===== src/rtl/tabla_pkg.sv =====
// Shared definitions for the Tabla 01 truth-table sweeper and the mux benches.
package tabla_pkg;

  typedef enum logic [1:0] {
    ST_IDLE   = 2'd0,
    ST_DRIVE  = 2'd1,
    ST_SAMPLE = 2'd2,
    ST_DONE   = 2'd3
  } sweep_state_e;

  // Expected Y column of Tabla 01; bit k is Y for input vector k (A = MSB).
  localparam logic [7:0] TABLA01_MUX_EXPECTED = 8'b0110_1001;

  // Number of input vectors for an n-input function.
  function automatic int unsigned vec_count(input int unsigned n);
    return 32'd1 << n;
  endfunction

endpackage


===== src/rtl/tabla_sweeper_settle_timer.sv =====
// Settle timer: loadable down-counter. Loaded with SETTLE-1 when a vector is
// first driven, so o_expired rises on the SETTLE-th drive cycle.
module settle_timer #(
  parameter int unsigned SETTLE = 1
) (
  input  logic i_clk,
  input  logic i_rst_n,
  input  logic i_load,
  input  logic i_en,
  output logic o_expired
);

  localparam int unsigned   CW       = (SETTLE > 1) ? $clog2(SETTLE) : 1;
  localparam logic [CW-1:0] LOAD_VAL = CW'(SETTLE - 1);

  logic [CW-1:0] r_count;

  // Load takes priority; count down and stick at terminal count.
  always_ff @(posedge i_clk) begin
    if (!i_rst_n) begin
      r_count <= '0;
    end else if (i_load) begin
      r_count <= LOAD_VAL;
    end else if (i_en && (r_count != '0)) begin
      r_count <= r_count - CW'(1);
    end
  end

  assign o_expired = (r_count == '0);

endmodule


===== src/rtl/tabla_sweeper.sv =====
// Truth-table sweeper: drives every input vector in ascending order, samples
// the function output after a settle period and checks it against TABLE.
//
//   state     | meaning
//   ----------+-----------------------------------------------------------
//   ST_IDLE   | waiting for start; abc_out holds the last vector
//   ST_DRIVE  | abc_out = index, waiting SETTLE cycles for y_in to settle
//   ST_SAMPLE | one cycle; y_in compared with TABLE[index] at its end
//   ST_DONE   | one cycle; done pulse, pass computed; start re-triggers here
//
// Re-triggering straight from ST_DONE keeps back-to-back sweeps at one done
// every 2^N_IN*(SETTLE+1)+1 cycles. On that path pass is refreshed rather
// than cleared so it stays readable between sweeps.
module tabla_sweeper
  import tabla_pkg::*;
#(
  parameter int unsigned             N_IN   = 3,
  parameter logic [(1<<N_IN)-1:0]    TABLE  = '0,
  parameter int unsigned             SETTLE = 1
) (
  input  logic            clk,
  input  logic            rst_n,
  input  logic            start,
  input  logic            y_in,
  output logic [N_IN-1:0] abc_out,
  output logic            busy,
  output logic            sample_valid,
  output logic            expected,
  output logic            done,
  output logic            pass,
  output logic [N_IN:0]   err_count,
  output logic [N_IN-1:0] first_err_idx
);

  localparam int unsigned     VEC_CNT  = vec_count(N_IN);
  localparam logic [N_IN-1:0] LAST_IDX = N_IN'(VEC_CNT - 1);

  sweep_state_e    r_state, w_state_nxt;
  logic [N_IN-1:0] r_index;
  logic [N_IN:0]   r_err_count;
  logic [N_IN-1:0] r_first_err_idx;
  logic            r_pass, r_busy, r_sample_valid, r_expected, r_done;
  logic            w_tmr_load, w_tmr_en, w_tmr_expired;
  logic            w_start_new, w_restart, w_last, w_mismatch;

  settle_timer #(.SETTLE(SETTLE)) u_settle_timer (
    .i_clk     (clk),
    .i_rst_n   (rst_n),
    .i_load    (w_tmr_load),
    .i_en      (w_tmr_en),
    .o_expired (w_tmr_expired)
  );

  assign w_last     = (r_index == LAST_IDX);
  assign w_mismatch = (y_in != TABLE[r_index]);

  // Next-state and timer control.
  always_comb begin
    w_state_nxt = r_state;
    w_tmr_load  = 1'b0;
    w_tmr_en    = 1'b0;
    w_start_new = 1'b0;
    w_restart   = 1'b0;
    case (r_state)
      ST_IDLE: begin
        if (start) begin
          w_state_nxt = ST_DRIVE;
          w_tmr_load  = 1'b1;
          w_start_new = 1'b1;
        end
      end
      ST_DRIVE: begin
        if (w_tmr_expired) w_state_nxt = ST_SAMPLE;
        else               w_tmr_en    = 1'b1;
      end
      ST_SAMPLE: begin
        if (w_last) begin
          w_state_nxt = ST_DONE;
        end else begin
          w_state_nxt = ST_DRIVE;
          w_tmr_load  = 1'b1;
        end
      end
      ST_DONE: begin
        if (start) begin
          w_state_nxt = ST_DRIVE;
          w_tmr_load  = 1'b1;
          w_restart   = 1'b1;
        end else begin
          w_state_nxt = ST_IDLE;
        end
      end
      default: w_state_nxt = ST_IDLE;
    endcase
  end

  // State, sweep datapath and registered outputs.
  always_ff @(posedge clk) begin
    if (!rst_n) begin
      r_state         <= ST_IDLE;
      r_index         <= '0;
      r_err_count     <= '0;
      r_first_err_idx <= '0;
      r_pass          <= 1'b0;
      r_busy          <= 1'b0;
      r_sample_valid  <= 1'b0;
      r_expected      <= 1'b0;
      r_done          <= 1'b0;
    end else begin
      r_state <= w_state_nxt;

      if (w_start_new || w_restart) begin
        r_index         <= '0;
        r_err_count     <= '0;
        r_first_err_idx <= '0;
      end else if (r_state == ST_SAMPLE) begin
        if (w_mismatch) begin
          r_err_count <= r_err_count + (N_IN+1)'(1);
          if (r_err_count == '0) r_first_err_idx <= r_index;
        end
        if (!w_last) r_index <= r_index + N_IN'(1);
      end

      if (w_start_new)               r_pass <= 1'b0;
      else if (r_state == ST_DONE)   r_pass <= (r_err_count == '0);

      r_busy         <= (w_state_nxt == ST_DRIVE) || (w_state_nxt == ST_SAMPLE);
      r_sample_valid <= (w_state_nxt == ST_SAMPLE);
      r_expected     <= (w_state_nxt == ST_SAMPLE) ? TABLE[r_index] : 1'b0;
      r_done         <= (w_state_nxt == ST_DONE);
    end
  end

  assign abc_out       = r_index;
  assign busy          = r_busy;
  assign sample_valid  = r_sample_valid;
  assign expected      = r_expected;
  assign done          = r_done;
  assign pass          = r_pass;
  assign err_count     = r_err_count;
  assign first_err_idx = r_first_err_idx;

endmodule


===== config.mk =====
export PLATFORM = sky130hd
export DESIGN_NAME = tabla_sweeper
export DESIGN_NICKNAME = d
export VERILOG_FILES = /design/src/rtl/tabla_pkg.sv /design/src/rtl/tabla_sweeper_settle_timer.sv /design/src/rtl/tabla_sweeper.sv
export SDC_FILE = /design/constraint.sdc
export NUM_CORES = 1
export LEC_CHECK = 0
export BUFFER_PORTS_ARGS = -buffer_cell sky130_fd_sc_hd__buf_2
export CORE_ASPECT_RATIO = 0.9
export CORE_MARGIN = 2
export CORE_UTILIZATION = 54
export CTS_CLUSTER_SIZE = 28
export DETAILED_ROUTE_END_ITERATION = 8
export MAX_ROUTING_LAYER = met4
export PLACE_DENSITY_LB_ADDON = 0.12
export SYNTH_ARGS = -nofsm -noshare
export SYNTH_HDL_FRONTEND = slang
export SYNTH_SLANG_ARGS = --single-unit

===== constraint.sdc =====
create_clock -name clk -period 2.99 [get_ports clk]
set_clock_uncertainty 0.2 [all_clocks]
set_input_delay 0.299 -clock clk [delete_from_list [all_inputs] [get_ports clk]]
set_output_delay 0.299 -clock clk [all_outputs]
set_load 0.01 [all_outputs]

==> results of run 1 <==
-- per-layer routing --
layer / track usage / up-vias / wire [um]
met1: 0.229 / 289 / 740
met3: 0.0661 / 2 / 83
met5: - / - / 0
li1: - / 339 / -
met2: 0.268 / 16 / 584
met4: 0.0441 / 0 / 10
-- registers in the layout, indices dropped and copies added (netlist names) --
| register | cells |
|---|---|
| err_count | 4 |
| u_settle_timer.r_count | 1 |
| pass | 1 |
| first_err_idx | 3 |
| done | 1 |
| busy | 1 |
| r_state | 2 |
| abc_out | 3 |
| sample_valid | 1 |
-- cell usage after synthesis --
| library cell | number | area (um^2) |
|---|---|---|
| sky130_fd_sc_hd__or3_1 | 1 | 6.26 |
| sky130_fd_sc_hd__buf_4 | 2 | 15.0 |
| sky130_fd_sc_hd__nand3_1 | 3 | 15.0 |
| sky130_fd_sc_hd__xor2_1 | 1 | 8.76 |
| sky130_fd_sc_hd__or3b_2 | 1 | 8.76 |
| sky130_fd_sc_hd__a21oi_1 | 7 | 35.0 |
| sky130_fd_sc_hd__nand2_2 | 1 | 6.26 |
| sky130_fd_sc_hd__o21ai_0 | 6 | 30.0 |
| sky130_fd_sc_hd__dfxtp_1 | 17 | 340 |
| sky130_fd_sc_hd__and2b_1 | 1 | 7.51 |
| sky130_fd_sc_hd__nor3_1 | 1 | 5.00 |
| sky130_fd_sc_hd__conb_1 | 1 | 3.75 |
| sky130_fd_sc_hd__nor4b_1 | 1 | 8.76 |
| sky130_fd_sc_hd__nand4_1 | 3 | 18.8 |
| sky130_fd_sc_hd__nor2b_1 | 2 | 12.5 |
| sky130_fd_sc_hd__mux2i_1 | 2 | 20.0 |
| sky130_fd_sc_hd__xnor2_1 | 2 | 17.5 |
| sky130_fd_sc_hd__nor2_1 | 7 | 26.3 |
| sky130_fd_sc_hd__nor3b_1 | 2 | 15.0 |
| sky130_fd_sc_hd__a21bo_2 | 1 | 10.0 |
| sky130_fd_sc_hd__o211ai_1 | 1 | 7.51 |
| sky130_fd_sc_hd__nand2_1 | 3 | 11.3 |
| sky130_fd_sc_hd__nand2b_1 | 2 | 12.5 |
| sky130_fd_sc_hd__a221oi_1 | 1 | 8.76 |
| sky130_fd_sc_hd__and2_1 | 1 | 6.26 |
| sky130_fd_sc_hd__a32oi_1 | 1 | 8.76 |
| sky130_fd_sc_hd__o21a_1 | 1 | 7.51 |
| sky130_fd_sc_hd__ha_1 | 10 | 125 |
| sky130_fd_sc_hd__inv_1 | 5 | 18.8 |
-- critical path, cell delays in order (launching register included) --
cell                       delay [ns]
sky130_fd_sc_hd__dfxtp_1         0.41
sky130_fd_sc_hd__inv_1           0.10
sky130_fd_sc_hd__ha_1            0.31
sky130_fd_sc_hd__a221oi_1        0.45
sky130_fd_sc_hd__a21oi_1         0.09
sky130_fd_sc_hd__ha_1            0.29
sky130_fd_sc_hd__nor2b_1         0.10
-- cell families after synthesis --
family,after synthesis,share of synthesized area
compound gates,18,0.132
xor+xnor,3,0.0322
fa+ha+maj,10,0.153
buf+inv,7,0.0413
flops,17,0.417
mux,2,0.0245
other cells,1,0.00459
simple gates,29,0.196
-- how the worst max path moves through the flow --
stage                                          to                  start  cells past startpoint
after detailed placement  sample_valid$_SDFF_PN0_  r_state[0]$_SDFF_PN0_                      6
after global routing              busy$_SDFF_PN0_  r_state[0]$_SDFF_PN0_                      6
after global placement            busy$_SDFF_PN0_  r_state[0]$_SDFF_PN0_                      6
final                             busy$_SDFF_PN0_  r_state[0]$_SDFF_PN0_                      6
after floorplan           sample_valid$_SDFF_PN0_  r_state[0]$_SDFF_PN0_                      7
after CTS                         busy$_SDFF_PN0_  r_state[0]$_SDFF_PN0_                      6
-- layout by cell type (no fill, tap or decap), types with 2 or more instances in the layout --
cell	netlist	final
sky130_fd_sc_hd__inv_1	5	5
sky130_fd_sc_hd__mux2i_1	2	2
sky130_fd_sc_hd__o21ai_0	6	6
sky130_fd_sc_hd__buf_2	0	17
sky130_fd_sc_hd__clkbuf_4	0	3
sky130_fd_sc_hd__nor3b_1	2	2
sky130_fd_sc_hd__nand2b_1	2	2
sky130_fd_sc_hd__nand4_1	3	3
sky130_fd_sc_hd__dfxtp_1	17	17
sky130_fd_sc_hd__nand3_1	3	3
sky130_fd_sc_hd__nand2_1	3	3
sky130_fd_sc_hd__nor2_1	7	7
sky130_fd_sc_hd__nor2b_1	2	2
sky130_fd_sc_hd__a21oi_1	7	7
sky130_fd_sc_hd__xnor2_1	2	2
sky130_fd_sc_hd__ha_1	10	10
-- power breakdown --
group | switching (mW) | internal [mW]
clock | 0.0712 | 0.0498
sequential | 0.0295 | 0.265
combinational | 0.172 | 0.126
total | 0.272 | 0.441
-- cell type report --
| class | count | share of cell area |
|---|---|---|
| inverter | 5 | 0.0201 |
| clock buffer | 3 | 0.0241 |
| sequential | 17 | 0.365 |
| tap | 15 | 0.0201 |
| clock inverter | 1 | 0.00536 |
| timing repair buffer | 17 | 0.0912 |
| multi-input combinational | 63 | 0.475 |
-- through the flow --
stage	hold slack (ns)	cells	setup slack, ns	cell area, um^2	util
floorplan	0.221	87	1.12	817	-
global placement	0.259	117	1.07	906	0.633
detailed placement	0.267	117	0.998	906	0.633
CTS	0.0935	121	0.979	933	0.652
global route	0.103	121	0.788	933	0.652
finish	0.0937	121	1.00	933	0.652
==> impl_results.rst, run 1 <==
.. list-table::
   :header-rows: 1

   * - Metric
     - Value
   * - Insertion delay to the later sink of the worst-skew pair
     - 0.29 ns
   * - Startpoint type of the worst setup path
     - register
   * - RSZ-0062 raised after global routing
     - no
   * - Number of setup violations in the final report
     - 0
   * - Synthesized Nets
     - 101
   * - Sequential Area
     - 340 um^2
   * - Number of setup buffers added after CTS
     - 0
   * - Total number of nets in the final design
     - 121
   * - Synthesized area per cell
     - 9.39 um^2
   * - Area used by multi-input combinational logic
     - 443 um^2
   * - Total of hold buffers inserted after clock tree synthesis
     - 0
   * - Type of the setup path with the least slack
     - register to register
   * - Outcome
     - complete, no violations
   * - Maximum capacitance violations
     - 0
   * - Drt drc
     - 0
   * - Number of nets still failing antenna checks after routing
     - 0
   * - Total power divided by cell area
     - 764 nW/um^2
   * - Number of clock sinks
     - 17
   * - CP max FO
     - 9
   * - Die area
     - 1840 um^2
   * - H-tree lvl count
     - 1
   * - Leakage power
     - 0.424 nW
   * - Pin count of the biggest net entering global routing
     - 11
   * - Min cycle time layout
     - 1.99 ns
   * - Total core area
     - 1430 um^2
   * - Count of distinct cell types in the synthesized netlist
     - 29
   * - Reg-to-Reg Start
     - r_state[0]$_SDFF_PN0_
   * - Number of I/O port buffers
     - 17
   * - Fillcell total
     - 132
   * - Number of pins exceeding their max-slew limit in the final report
     - 0
   * - Area growth from synthesis to final layout
     - 14.2%
   * - Row Count
     - 13
   * - Maximum vdd drop
     - 584 uV
   * - Portion of the post-synthesis area used by sequential elements
     - 0.417
   * - Synth Cell Area
     - 817 um^2
   * - Chip Height
     - 40.9 um
   * - Number of buffers created by CTS
     - 3
   * - Arrival @ worst endpoint
     - 2.03 ns
   * - Post-Route Setup TNS
     - 0 ns
   * - Hpwl dp
     - 1090 um
   * - Warnings from Yosys
     - 0
   * - Number of cells traversed by the worst register-to-register path
     - 6
   * - Detailed Route WL
     - 1420 um
   * - Reg clk slew, reported paths
     - 0.10 ns
   * - Congestion Overflow GR
     - 0
   * - Req. time, crit path
     - 3.03 ns
   * - GRT Resource Usage Total
     - 0.179
   * - # resized after CTS
     - 0
   * - Starting density of the core
     - 0.571
   * - Post-detailed-route wirelength per cell
     - 11.7 um
   * - Cells on Worst Hold Path
     - 2
   * - Global-route wire length before repair
     - 2240 um
   * - Launch instance of the worst min-delay path
     - rst_n
   * - Class of the worst hold path
     - input port to register
   * - Avg Vias per Cell
     - 5.34
   * - Instance count of the mapped netlist
     - 87
   * - Pre-Repair DR Iteration Count
     - 3
   * - Reg-to-reg critical path endpoint
     - busy$_SDFF_PN0_
   * - Total vias in the final route
     - 646
   * - Vias in the first global route
     - 533
   * - CTS Buffer Depth
     - 2
   * - Ant. Diodes
     - 0
   * - Antenna violations before repair
     - 0
   * - Endpoint type of the worst setup path
     - register
   * - Number of design-rule violations left by the first detailed-router iteration
     - 3
   * - Post-layout power
     - 0.713 mW
   * - Fraction of the cycle the final worst path needs
     - 0.665
   * - Flip-flop and latch count after synthesis
     - 17
   * - Max Freq
     - 0.503 GHz
   * - Endpoint of the worst hold-timing path
     - sample_valid$_SDFF_PN0_
   * - Hold Vio Cnt, Final
     - 0
   * - Chip width
     - 45 um
   * - Layout cells sized above 1
     - 0.226
   * - CTS tree
     - yes
   * - IO Pins
     - 19
   * - Clk Tree Root Cell
     - sky130_fd_sc_hd__clkbuf_4
   * - Slack of the worst reg-to-reg path
     - 1.00 ns
   * - Global placer's final weighted congestion
     - 0.884
Power figures use the tool's default switching activity.
==> run 2: changes to the inputs <==
--- a/config.mk
+++ b/config.mk
@@ -8,7 +8,7 @@
 export BUFFER_PORTS_ARGS = -buffer_cell sky130_fd_sc_hd__buf_2
 export CORE_ASPECT_RATIO = 0.9
 export CORE_MARGIN = 2
-export CORE_UTILIZATION = 54
+export CORE_UTILIZATION = 46
 export CTS_CLUSTER_SIZE = 28
 export DETAILED_ROUTE_END_ITERATION = 8
 export MAX_ROUTING_LAYER = met4
==> constraint.sdc (replaced) <==
create_clock -name clk -period 1.8 [get_ports clk]
set_clock_uncertainty 0.2 [all_clocks]
set_input_delay 0.18 -clock clk [delete_from_list [all_inputs] [get_ports clk]]
set_output_delay 0.18 -clock clk [all_outputs]
set_load 0.01 [all_outputs]
==> impl_results.rst, run 2 (synthesis gave the netlist of run 1 again) <==
.. list-table::
   :header-rows: 1

   * - Metric
     - Value
   * - Outcome
     - complete, no violations
   * - H-tree lvl count
     - 1 (unchanged)
   * - Max Freq
     - 0.577 GHz (+15%)
   * - Pre-Repair DR Iteration Count
     - 4 (+1)
   * - Global placer's final weighted congestion
     - 0.768 (-13%)
   * - Reg-to-Reg Start
     - abc_out[1]$_SDFFE_PP0P_
   * - Largest register FFs
     - 4 (unchanged)
   * - Layout cells sized above 1
     - 0.333 (+0.107)
   * - Congestion Overflow GR
     - 0 (unchanged)
   * - Req. time, crit path
     - 1.83 ns (-1.20 ns)
   * - Row Count
     - 14 (+1)
   * - Vias in the first global route
     - 603 (+13%)
   * - Fraction of the cycle the final worst path needs
     - 0.962 (+0.297)
   * - CTS Buffer Depth
     - 2 (unchanged)
   * - Clk Tree Root Cell
     - sky130_fd_sc_hd__clkbuf_4
   * - Endpoint of the worst hold-timing path
     - err_count[1]$_SDFFE_PP0P_
   * - Sequential power share
     - 0.365 (-0.049)
   * - Cells on Worst Hold Path
     - 3 (+1)
   * - Post-detailed-route wirelength per cell
     - 11.8 um (+0.91%)
   * - Leakage power
     - 0.457 nW (+7.8%)
   * - Number of pins exceeding their max-slew limit in the final report
     - 0 (unchanged)
   * - Post-Route Setup TNS
     - 0 ns (unchanged)
   * - Internal
     - 0.858 mW (+95%)
   * - Crit path setup slack, layout
     - 0.0681 ns (-0.932 ns)
   * - Number of cells traversed by the worst register-to-register path
     - 6 (unchanged)
   * - Total core area
     - 1660 um^2 (+16%)
   * - Number of buffers created by CTS
     - 3 (unchanged)
   * - Area growth from synthesis to final layout
     - 27.1%
   * - Launch instance of the worst min-delay path
     - y_in
   * - Most common cell after layout, fill and taps aside
     - sky130_fd_sc_hd__buf_2
   * - Slack of the worst reg-to-reg path
     - 0.07 ns (-0.93 ns)
   * - Reg-to-reg critical path endpoint
     - busy$_SDFF_PN0_
   * - GRT Resource Usage Total
     - 0.171 (-0.00782)
   * - Pre-CTS setup slack
     - 0.0234 ns (-0.975 ns)
   * - Post-layout power
     - 1.35 mW (+90%)
   * - Avg Vias per Cell
     - 4.93 (-7.7%)
   * - Arrival @ worst endpoint
     - 1.76 ns (-0.27 ns)
   * - Power dissipated by switching net loads
     - 0.495 mW (+82%)
   * - Reg clk slew, reported paths
     - 0.09 ns (about the same)
   * - Die area
     - 2130 um^2 (+16%)
   * - Comb power frac
     - 0.487 (+0.070)
   * - Hpwl dp
     - 1160 um (+6.4%)
   * - Number of nets still failing antenna checks after routing
     - 0 (unchanged)
   * - Maximum single-stage delay on the critical path
     - 0.35 ns (-0.10 ns)
   * - Type of the setup path with the least slack
     - register to register
   * - Insertion delay to the later sink of the worst-skew pair
     - 0.29 ns (about the same)
   * - Final design utilization
     - 0.624 (-0.0280)
   * - Antenna violations before repair
     - 0 (unchanged)
   * - Drt drc
     - 0 (unchanged)
   * - Starting density of the core
     - 0.491 (-0.0798)
   * - Pin count of the biggest net entering global routing
     - 11 (unchanged)
   * - Part of the power in the clock network
     - 0.148 (-0.022)
   * - Number of design-rule violations left by the first detailed-router iteration
     - 17 (+14)
   * - Hold Slack
     - 0.00293 ns (-0.0907 ns)
   * - CTS tree
     - yes
   * - Net switching fraction of the power
     - 0.366 (-0.0159)
   * - Global-route wire length before repair
     - 2650 um (+18%)
   * - CP max FO
     - 3 (-6)
   * - Chip Height
     - 44.0 um (+7.5%)
   * - Total number of nets in the final design
     - 129 (+6.6%)
   * - Startpoint type of the worst setup path
     - register
   * - Most frequent cells in the layout
     - 17 x sky130_fd_sc_hd__buf_2, 14 x sky130_fd_sc_hd__dfxtp_1, 7 x sky130_fd_sc_hd__nor2_1, 7 x sky130_fd_sc_hd__a21oi_1, 7 x sky130_fd_sc_hd__buf_4
   * - Chip width
     - 48.4 um (+7.6%)
   * - Number of I/O port buffers
     - 17 (unchanged)
   * - Number of clock sinks
     - 17 (unchanged)
   * - IO Pins
     - 19 (unchanged)
   * - Hold Vio Cnt, Final
     - 0 (unchanged)
   * - Min cycle time layout
     - 1.73 ns (-0.258 ns)
   * - Total power divided by cell area
     - 1300 nW/um^2 (+70%)
   * - Maximum vdd drop
     - 790 uV (+35%)
   * - Slowest-stage cell, CP
     - sky130_fd_sc_hd__dfxtp_2
   * - Endpoint type of the worst setup path
     - register
   * - Class of the worst hold path
     - input port to register
   * - Critical-path cell list
     - ha_2 > ha_4 > a221oi_2 > a21oi_1 > ha_1 > nor2b_1
   * - Maximum capacitance violations
     - 0 (unchanged)
   * - Detailed Route WL
     - 1630 um (+15%)
   * - Ant. Diodes
     - 0 (unchanged)
   * - Number of setup violations in the final report
     - 0 (unchanged)
   * - Total vias in the final route
     - 680 (+5.3%)
-- run 2: cell types whose count changed in the layout (fill, tap and decap cells not counted), moves of 2 or more --
cell / previous run / this run
sky130_fd_sc_hd__buf_4: 0 / 7
sky130_fd_sc_hd__dfxtp_1: 17 / 14
sky130_fd_sc_hd__dfxtp_2: 0 / 2
sky130_fd_sc_hd__ha_1: 10 / 6
sky130_fd_sc_hd__ha_2: 0 / 3
-- run 2: metrics by stage --
stage	instances	instance area [um^2]
4_1_cts	135	991
2_1_floorplan	87	823
6_report	138	1040
3_3_place_gp	130	953
5_1_grt	138	1040
3_5_place_dp	130	953
-- run 2: final cells by class --
| cell class | count | area (um^2) |
|---|---|---|
| Tap cell | 24 | 30.0 |
| Inverter | 5 | 18.8 |
| Clock buffer | 4 | 26.3 |
| Timing Repair Buffer | 25 | 148 |
| Multi-Input combinational cell | 63 | 469 |
| Sequential cell | 17 | 347 |
| Fill cell | 158 | 626 |
-- run 2: how the worst max path moves through the flow --
stage	cells past startpoint	slack [ns]	from	to
floorplan	7	0.01	r_state[0]$_SDFF_PN0_	sample_valid$_SDFF_PN0_
finish	6	0.07	abc_out[1]$_SDFFE_PP0P_	busy$_SDFF_PN0_
CTS	6	0.02	abc_out[1]$_SDFFE_PP0P_	busy$_SDFF_PN0_
global placement	6	0.06	r_state[0]$_SDFF_PN0_	busy$_SDFF_PN0_
global route	6	-0.03	abc_out[1]$_SDFFE_PP0P_	busy$_SDFF_PN0_
detailed placement	6	0.02	r_state[0]$_SDFF_PN0_	sample_valid$_SDFF_PN0_
-- run 2: power groups by stage --
| stage | Combinational [mW] | Clock (mW) | Sequential (mW) |
|---|---|---|---|
| after floorplan | 0.375 | 0 | 0.511 |
| after global placement | 0.558 | 0 | 0.491 |
| after detailed placement | 0.573 | 0 | 0.492 |
| after CTS | 0.582 | 0.206 | 0.485 |
| after global routing | 0.736 | 0.220 | 0.503 |
| final | 0.659 | 0.201 | 0.494 |
-- run 2: metal layers --
layer / track usage / vias to the layer above / wire length [um]
met1: 0.207 / 305 / 863
met3: 0.0655 / 2 / 84
li1: - / 356 / -
met5: - / - / 0
met2: 0.267 / 17 / 673
met4: 0.0514 / 0 / 10
-- run 2: repair_timing --
item                       CTS  global route
hold endpoints to repair     4             0
setup endpoints to repair    1             2
setup buffers                0             3
hold buffers                 1             0
resized for setup            1             8
pin swaps                    0             2
-- run 2: worst max-delay path: cells and delay by family (launching register included) --
| family | cells | cell delay (ns) |
|---|---|---|
| AOI/OAI and AO/OA | 2 | 0.38 |
| adders and majority gates | 3 | 0.65 |
| DFF | 1 | 0.35 |
| and+or+nand+nor | 1 | 0.10 |
